### config.mk
export PLATFORM = sky130hd
export DESIGN_NAME = frame_compositor
export DESIGN_NICKNAME = d
export VERILOG_FILES = /design/src/rtl/frame_compositor.sv
export SDC_FILE = /design/constraint.sdc
export NUM_CORES = 1
export LEC_CHECK = 0
export BUFFER_PORTS_ARGS = -buffer_cell sky130_fd_sc_hd__buf_2
export CORE_MARGIN = 2
export CORE_UTILIZATION = 40
export CTS_BUF_LIST = sky130_fd_sc_hd__clkbuf_4 sky130_fd_sc_hd__clkbuf_8
export DETAILED_ROUTE_END_ITERATION = 6
export GPL_ROUTABILITY_DRIVEN = 1
export PLACE_DENSITY = 0.65
export SLEW_MARGIN = 20
export SYNTH_ARGS = -nofsm -noshare
export SYNTH_HDL_FRONTEND = slang
export SYNTH_SLANG_ARGS = --single-unit
### constraint.sdc
create_clock -name CLK -period 3.3 [get_ports CLK]
set_input_delay 0.33 -clock CLK [delete_from_list [all_inputs] [get_ports CLK]]
set_output_delay 0.33 -clock CLK [all_outputs]
set_load 0.02 [all_outputs]
### src/rtl/frame_compositor.sv
// rtl/frame_compositor.sv - layer merge to 12-bit RGB, per-frame collision decision, BCD score
module frame_compositor #(
  parameter logic [11:0] BG_COLOR     = 12'hFFF,
  parameter logic [11:0] DINO_COLOR   = 12'h333,
  parameter logic [11:0] CACTUS_COLOR = 12'h070,
  parameter logic [11:0] GROUND_COLOR = 12'h555,
  parameter int unsigned HIT_MIN      = 4,
  parameter int unsigned SCORE_DIV    = 6
) (
  input  logic        CLK,
  input  logic        RESET,
  input  logic        fresh,
  input  logic        video_on,
  input  logic        game_status,
  input  logic        dino_px,
  input  logic        cactus_px,
  input  logic        ground_px,
  output logic [11:0] rgb,
  output logic        game_over,
  output logic        collision,
  output logic [15:0] score
);

  localparam logic [7:0] HIT_MIN_W = 8'(HIT_MIN);
  localparam logic [7:0] DIV_LAST  = 8'(SCORE_DIV - 1);

  logic        fresh_q;
  logic        gs_q;
  logic [7:0]  hit_cnt;
  logic [7:0]  div_cnt;
  logic        frame_end;
  logic        restart;
  logic        overlap;
  logic        hit_now;
  logic        score_tick;
  logic [11:0] pix_color;
  logic [15:0] score_inc;
  logic        carry;

  always_comb begin
    frame_end  = fresh_q & ~fresh;
    restart    = game_status & ~gs_q;
    overlap    = dino_px & cactus_px & video_on & game_status & ~game_over;
    hit_now    = frame_end & ~game_over & (hit_cnt >= HIT_MIN_W);
    // a frame that ends the game earns no score
    score_tick = frame_end & game_status & ~game_over & ~hit_now;
  end

  always_comb begin
    pix_color = BG_COLOR;
    if (dino_px)
      pix_color = DINO_COLOR;
    else if (cactus_px)
      pix_color = CACTUS_COLOR;
    else if (ground_px)
      pix_color = GROUND_COLOR;
    if (game_over)
      pix_color = ~pix_color;
    if (!video_on)
      pix_color = '0;
  end

  // ripple BCD +1, pinned at 9999
  always_comb begin
    score_inc = score;
    carry     = 1'b1;
    for (int i = 0; i < 4; i++) begin
      if (carry) begin
        if (score[4*i +: 4] == 4'd9) begin
          score_inc[4*i +: 4] = 4'd0;
        end else begin
          score_inc[4*i +: 4] = score[4*i +: 4] + 4'd1;
          carry = 1'b0;
        end
      end
    end
    if (score == 16'h9999)
      score_inc = score;
  end

  always_ff @(posedge CLK) begin
    if (RESET) begin
      fresh_q   <= 1'b0;
      gs_q      <= 1'b0;
      rgb       <= '0;
      game_over <= 1'b0;
      collision <= 1'b0;
      score     <= '0;
      hit_cnt   <= '0;
      div_cnt   <= '0;
    end else begin
      fresh_q   <= fresh;
      gs_q      <= game_status;
      rgb       <= pix_color;
      collision <= 1'b0;
      if (restart) begin
        game_over <= 1'b0;
        score     <= '0;
        div_cnt   <= '0;
        hit_cnt   <= '0;
      end else begin
        if (hit_now) begin
          game_over <= 1'b1;
          collision <= 1'b1;
        end
        // the overlap on the boundary cycle belongs to the new frame
        if (frame_end)
          hit_cnt <= {7'd0, overlap};
        else if (overlap && hit_cnt != 8'hFF)
          hit_cnt <= hit_cnt + 8'd1;
        if (score_tick) begin
          if (div_cnt >= DIV_LAST) begin
            div_cnt <= '0;
            score   <= score_inc;
          end else begin
            div_cnt <= div_cnt + 8'd1;
          end
        end
      end
    end
  end

endmodule

==> results.tsv, run 1 <==
metric	value	unit
status	finished, final reports clean	
synth_nets	254	
timing.rr.end	score[11]$_SDFFE_PP0P_	
endpoint_kind	register	
slew_headroom	56.7	%
clkSlewWorstSetupHoldPaths	80	ps
finalSetupViolCount	0	
ant_nets	0	
slowest_stage	nand4_1	
clockBufferDepth	2	
worst_r2r_path_depth	5	
yosys.area.top_type	dfxtp_1	
ctsHtreeMaxLevel	2	
avgSynthCellArea	8.75	um^2
place_inst	338	
fmax	459	MHz
clock_latency	300	ps
required	3460	ps
worst_slew_pin_slew	640	ps
grt_pass1_vias	1601	
worst-path-buf-inv	0	
cp-start-kind	register	
grt_use_met3	4.50	%
num_vias	1734	
nets	288	
coreArea	5110	um^2
slew_viol_final	0	
ys_top_cells_by_area	dfxtp_1 (41%), nor2_1 (6.4%), xnor2_1 (4.6%)	
setup.worst_path.class	register to register	
grt_busiest_layer	met2	
fillers	528	
cts_hold_buf	0	
cts_sinks	43	
cts_root_buffer	clkbuf_8	
startpoint	game_over$_SDFFE_PP0P_	
use_met1	18.8	%
grtUsageTotal	15.2	%
hold_class	input port to register	
max_stage_delay	480	ps
initial_core_util	41.3	%
synthCells	241	
num_rows	26	
hold_start	RESET	
rsz0062_at_grt	no	
rrSetupSlack	1120	ps
leakagePower	0.939	nW
drtIter0Drc	56	
ys_types	46	
wl	4.14	mm
grt_pass1_wl	7.27	mm
finalCritPeriodShare	66.1	%
netlist_area	2110	um^2
dieArea	5870	um^2
crit_path_cell_trace	nor2b_1 > nand4_1 > nor4_2 > mux2i_1 > a31oi_1	
hold_end	gs_q$_SDFF_PP0_	
vdd_drop_max	0.164	mV
synth_warnings	0	
grt_util_met2	24.8	%
area_delta_synth_final	15.0	%
timing.rr.start	game_over$_SDFFE_PP0P_	
n_antenna_cell	0	
cts_made_buffers	5	
fin_tns_setup	0	ps
post-route-drc-count	0	
viasPerCell	5.03	
synth_edf_count	0	
cap_violations	0	
crit_family	simple AND/OR/NAND/NOR gates	
cts_tree	yes	
grt_max_degree	18	
netlist_top_cells_count	dfxtp_1 (43), nor2_1 (36), a21oi_1 (14)	
wire_per_inst	12.0	um
antenna_found_initial	0	
cp.arrival	2340	ps
dp_hpwl	2.95	mm
dr.pass1.iters	6	
port_buffers	37	
synth.most_common_cell	dfxtp_1	
postCtsSetupRepairBufs	0	
overflow	0	
die_h	76.6	um
finClkSkew	7.81	ps
ys.flop_type	dfxtp_1	
yosys_register_bits	43	
min_path_cells	2	
power_density	403	nW/um^2
place_congestion	0.772	
async_flop_share	0	%
drive_gt1_share	20.0	%
synth-seq-area-share	40.8	%
finalCriticalPeriod	2180	ps
ios	38	
die_w	76.6	um
cts_resized	0	
hold_violations	0	
worstPathMaxFanout	11	
synth_top_area_share	40.8	%
instances_no_fill	345	
cells in the final DEF, fill, tap and decap left out, types with 2 or more instances in the layout:
| cell | n |
|---|---|
| nor4_2 | 2 |
| xor2_1 | 6 |
| clkbuf_8 | 5 |
| mux2i_1 | 4 |
| nand2_1 | 13 |
| xnor2_1 | 11 |
| nand4_1 | 7 |
| and4_1 | 2 |
| dfxtp_1 | 43 |
| o21ai_0 | 6 |
| inv_1 | 10 |
| ha_1 | 5 |
| nor4_1 | 2 |
| nor3_1 | 6 |
| or3_1 | 2 |
| nor3b_1 | 2 |
| nand3_1 | 9 |
| nand3b_1 | 2 |
| and3_1 | 5 |
| nand2b_1 | 5 |
| nor2_1 | 36 |
| and2_1 | 3 |
| a21oi_1 | 14 |
| nor4bb_1 | 2 |
| a21o_1 | 4 |
| nor2b_1 | 6 |
| buf_2 | 37 |
| nor4b_1 | 3 |
| a31oi_1 | 5 |
per-stage QoR:
stage	setup WS (ps)	area (um^2)	hold WS, ps	utilization (%)	total power, mW
2_1_floorplan	1420	2110	402	-	0.572
3_3_place_gp	1220	2320	476	45.4	0.588
3_5_place_dp	1140	2320	484	45.4	0.589
4_1_cts	1120	2420	223	47.5	0.989
5_1_grt	915	2420	230	47.5	1.03
6_report	1120	2420	234	47.5	0.976
flip-flops by register name, indices dropped and copies added, names as in the netlist:
name	cells
div_cnt	8
hit_cnt	8
fresh_q	1
gs_q	1
score	16
rgb	7
collision	1
game_over	1
how the worst max path moves through the flow:
| stage | to | cells after the start |
|---|---|---|
| 5_1_grt | score[13]$_SDFFE_PP0P_ | 5 |
| 3_3_place_gp | score[11]$_SDFFE_PP0P_ | 5 |
| 4_1_cts | score[13]$_SDFFE_PP0P_ | 5 |
| 3_5_place_dp | score[13]$_SDFFE_PP0P_ | 5 |
| 6_report | score[11]$_SDFFE_PP0P_ | 5 |
| 2_1_floorplan | score[13]$_SDFFE_PP0P_ | 5 |
metal layers:
| metal | vias up | share of wire [%] |
|---|---|---|
| li1 | 898 | - |
| met1 | 806 | 49 |
| met2 | 26 | 47 |
| met3 | 4 | 2.7 |
| met4 | 0 | 1.3 |
| met5 | - | 0 |
power by group:
group / switching [mW] / total [mW] / internal [mW]
clock: 0.179 / 0.400 / 0.221
sequential: 0.00210 / 0.526 / 0.524
combinational: 0.0337 / 0.0501 / 0.0164
area by class of cell:
cell class / instances / area, um^2 / area share [%]
clock buffer: 5 / 68.8 / 2.84
clock inverter: 2 / 37.5 / 1.55
inverter: 10 / 37.5 / 1.55
multi-input combinational: 177 / 1140 / 47.0
sequential: 43 / 861 / 35.5
tap: 70 / 87.6 / 3.61
timing repair buffer: 38 / 193 / 7.95
kinds of logic (layout without fill, tap and decap cells):
family / after synthesis / after routing / synth area share, %
and+or+nand+nor: 113 / 113 / 30.1
buffers and inverters: 21 / 55 / 5.16
adders and majority gates: 5 / 5 / 2.97
AOI/OAI and AO/OA: 38 / 38 / 12.0
DFF: 43 / 43 / 40.8
muxes: 4 / 4 / 1.90
xor gates and xnor gates: 17 / 17 / 7.06
Note: power is estimated with default switching activity, not from simulation.
==> inputs of run 2 (changes only) <==
Settings changed: ABC_AREA from default to 1.
Clock period 3.3 ns to 2.25 ns, I/O delays scaled along.
==> run 2 against run 1 <==
Synthesized cell count increased by 32%. Hold slack got worse by 110 ps. Clock skew is 0.72 ps higher. Largest cell class unchanged. Largest power group unchanged. Highest routed layer unchanged.
==> results.tsv, run 2 <==
metric	value	unit	change
status	finished, final reports clean		unchanged
cp-start-kind	register		unchanged
drive_gt1_share	27.0	%	was 20.0%
post-route-drc-count	0		unchanged
instances_no_fill	428		was 345
hold_violations	0		unchanged
power_density	509	nW/um^2	was 403 nW/um^2
dieArea	6530	um^2	was 5870 um^2
port_buffers	37		unchanged
netlist_top_cells_count	nand2_1 (66), dfxtp_1 (43), nor2_1 (37)		was dfxtp_1 (43), nor2_1 (36), a21oi_1 (14)
synth_warnings	0		unchanged
place_inst	421		was 338
final_common_cell	nand2_1		was dfxtp_1
clkSlewWorstSetupHoldPaths	80	ps	about the same
finalCritPeriodShare	74.1	%	was 66.1%
num_rows	27		was 26
ios	38		unchanged
required	2470	ps	was 3460 ps
finClkSkew	8.54	ps	was 7.81 ps
netlist_area	2360	um^2	was 2110 um^2
async_flop_share	0	%	unchanged
place_area	2580	um^2	was 2320 um^2
ant_nets	0		unchanged
cts_root_buffer	clkbuf_8		unchanged
reg_top3	score: 16 flops, div_cnt: 8 flops, hit_cnt: 8 flops		unchanged
worst_slew_pin_slew	512	ps	was 640 ps
ys_types	28		was 46
yosys.area.top_type	dfxtp_1		unchanged
grt_max_degree	15		was 18
area_delta_synth_final	13.0	%	was 15.0%
viasPerCell	4.80		was 5.03
clockBufferDepth	2		unchanged
largest_reg_flops	16		unchanged
wl	4.50	mm	was 4.14 mm
cts_made_buffers	5		unchanged
grt_pass1_wl	7.69	mm	was 7.27 mm
place_congestion	0.842		was 0.772
drtIter0Drc	65		was 56
synth-seq-area-share	36.5	%	was 40.8%
finalInstanceArea	2670	um^2	was 2420 um^2
endpoint_kind	register		unchanged
synthCells	319		was 241
leakagePower	1.08	nW	was 0.939 nW
finalSetupViolCount	0		unchanged
synth_nets	332		was 254
cts_resized	0		unchanged
setup.worst_path.class	register to register		unchanged
grtUsageTotal	14.8	%	was 15.2%
regMostFlops	score		unchanged
clock_latency	290	ps	was 300 ps
coreArea	5610	um^2	was 5110 um^2
finalCriticalPeriod	1670	ps	was 2180 ps
avgSynthCellArea	7.40	um^2	was 8.75 um^2
yosys_register_bits	43		unchanged
slew_headroom	65.8	%	was 56.7%
synth_top_area_share	36.5	%	was 40.8%
cts_tree	yes		unchanged
cap_violations	0		unchanged
overflow	0		unchanged
wire_per_inst	10.5	um	was 12.0 um
synth.most_common_cell	nand2_1		was dfxtp_1
grt_pass1_vias	1803		was 1601
postCtsSetupRepairBufs	0		unchanged
nets	369		was 288
die_w	80.8	um	was 76.6 um
cts_hold_buf	0		unchanged
dp_hpwl	3.39	mm	was 2.95 mm
antenna_found_initial	0		unchanged
fmax	600	MHz	was 459 MHz
fin_util	47.5	%	about the same
layout_common_cells	nand2_1 (66), dfxtp_1 (43), nor2_1 (37), buf_2 (37), inv_1 (33)		was dfxtp_1 (43), buf_2 (37), nor2_1 (36)
setup_ws	583	ps	was 1120 ps
hold_class	input port to register		unchanged
vdd_drop_max	0.336	mV	was 0.164 mV
fin_tns_setup	0	ps	unchanged
fillers	588		was 528
worstPathMaxFanout	7		was 11
ys.flop_type	dfxtp_1		unchanged
synth_edf_count	0		unchanged
num_vias	2054		was 1734
ctsHtreeMaxLevel	2		unchanged
dr.pass1.iters	6		unchanged
initial_core_util	42.1	%	was 41.3%
slew_viol_final	0		unchanged
pre_cts_slack	601	ps	was 1140 ps
ys_top_cells_by_area	dfxtp_1 (36%), nand2_1 (10%), nor2_1 (5.9%)		was dfxtp_1 (41%), nor2_1 (6.4%), xnor2_1 (4.6%)
die_h	80.8	um	was 76.6 um
cts_sinks	43		unchanged
rsz0062_at_grt	no		unchanged
cp.arrival	1890	ps	was 2340 ps
n_antenna_cell	0		unchanged
[run 2: cell families (layout without fill, tap and decap cells)]
group / count (synthesis) / in the layout / synth area share (%)
AND/OR/NAND/NOR: 160 / 160 / 34.8
buffers and inverters: 52 / 89 / 10.1
AO/OA/AOI/OAI: 49 / 49 / 12.2
flip-flops: 43 / 43 / 36.5
XOR/XNOR: 10 / 10 / 3.71
adder cells (fa/ha/maj): 5 / 5 / 2.65
[run 2: stage by stage]
step                      power (mW)  hold WS [ps]
after floorplan                0.855           297
after global placement         0.880           429
after detailed placement       0.881           429
after CTS                       1.38           118
after global routing            1.42           124
final                           1.36           125
[run 2: per-layer routing]
layer | track usage (%) | wire length [um] | vias to the layer above
met1 | 18.9 | 2210 | 919
met5 | 0 | 0 | -
met4 | 5.25 | 29 | 0
met2 | 24.4 | 2060 | 46
met3 | 3.33 | 203 | 2
li1 | - | - | 1087
[run 2: layout make-up]
class | count | area (um^2) | share of cell area [%]
multi-input combinational | 224 | 1260 | 47.4
sequential | 43 | 861 | 32.3
timing repair buffer | 39 | 200 | 7.51
inverter | 43 | 164 | 6.15
tap | 72 | 90.1 | 3.38
clock buffer | 6 | 82.6 | 3.10
clock inverter | 1 | 5.00 | 0.188
[run 2: final timing paths]
check | cells after the start | slack, ps | to | startpoint
max reg2reg | 9 | 580 | score[3]$_SDFFE_PP0P_ | div_cnt[1]$_SDFFE_PP0P_
min reg2reg | 2 | 440 | div_cnt[5]$_SDFFE_PP0P_ | div_cnt[5]$_SDFFE_PP0P_
max | 9 | 580 | score[3]$_SDFFE_PP0P_ | div_cnt[1]$_SDFFE_PP0P_
min | 2 | 130 | fresh_q$_SDFF_PP0_ | RESET
[run 2: report_power, final]
group | switching, mW | internal, mW | leakage, nW
Clock | 0.255 | 0.241 | 0.0470
Combinational | 0.0625 | 0.0270 | 0.680
Sequential | 0.00381 | 0.769 | 0.348
[run 2: critical path, stage by stage (launching register included)]
cell and delay [ps]:
dfxtp_1 380, inv_1 80, ha_1 170, inv_1 50, a21oi_1 80, nor2_4 280
inv_2 130, nand3_1 190, nand2_1 100, a21oi_2 130
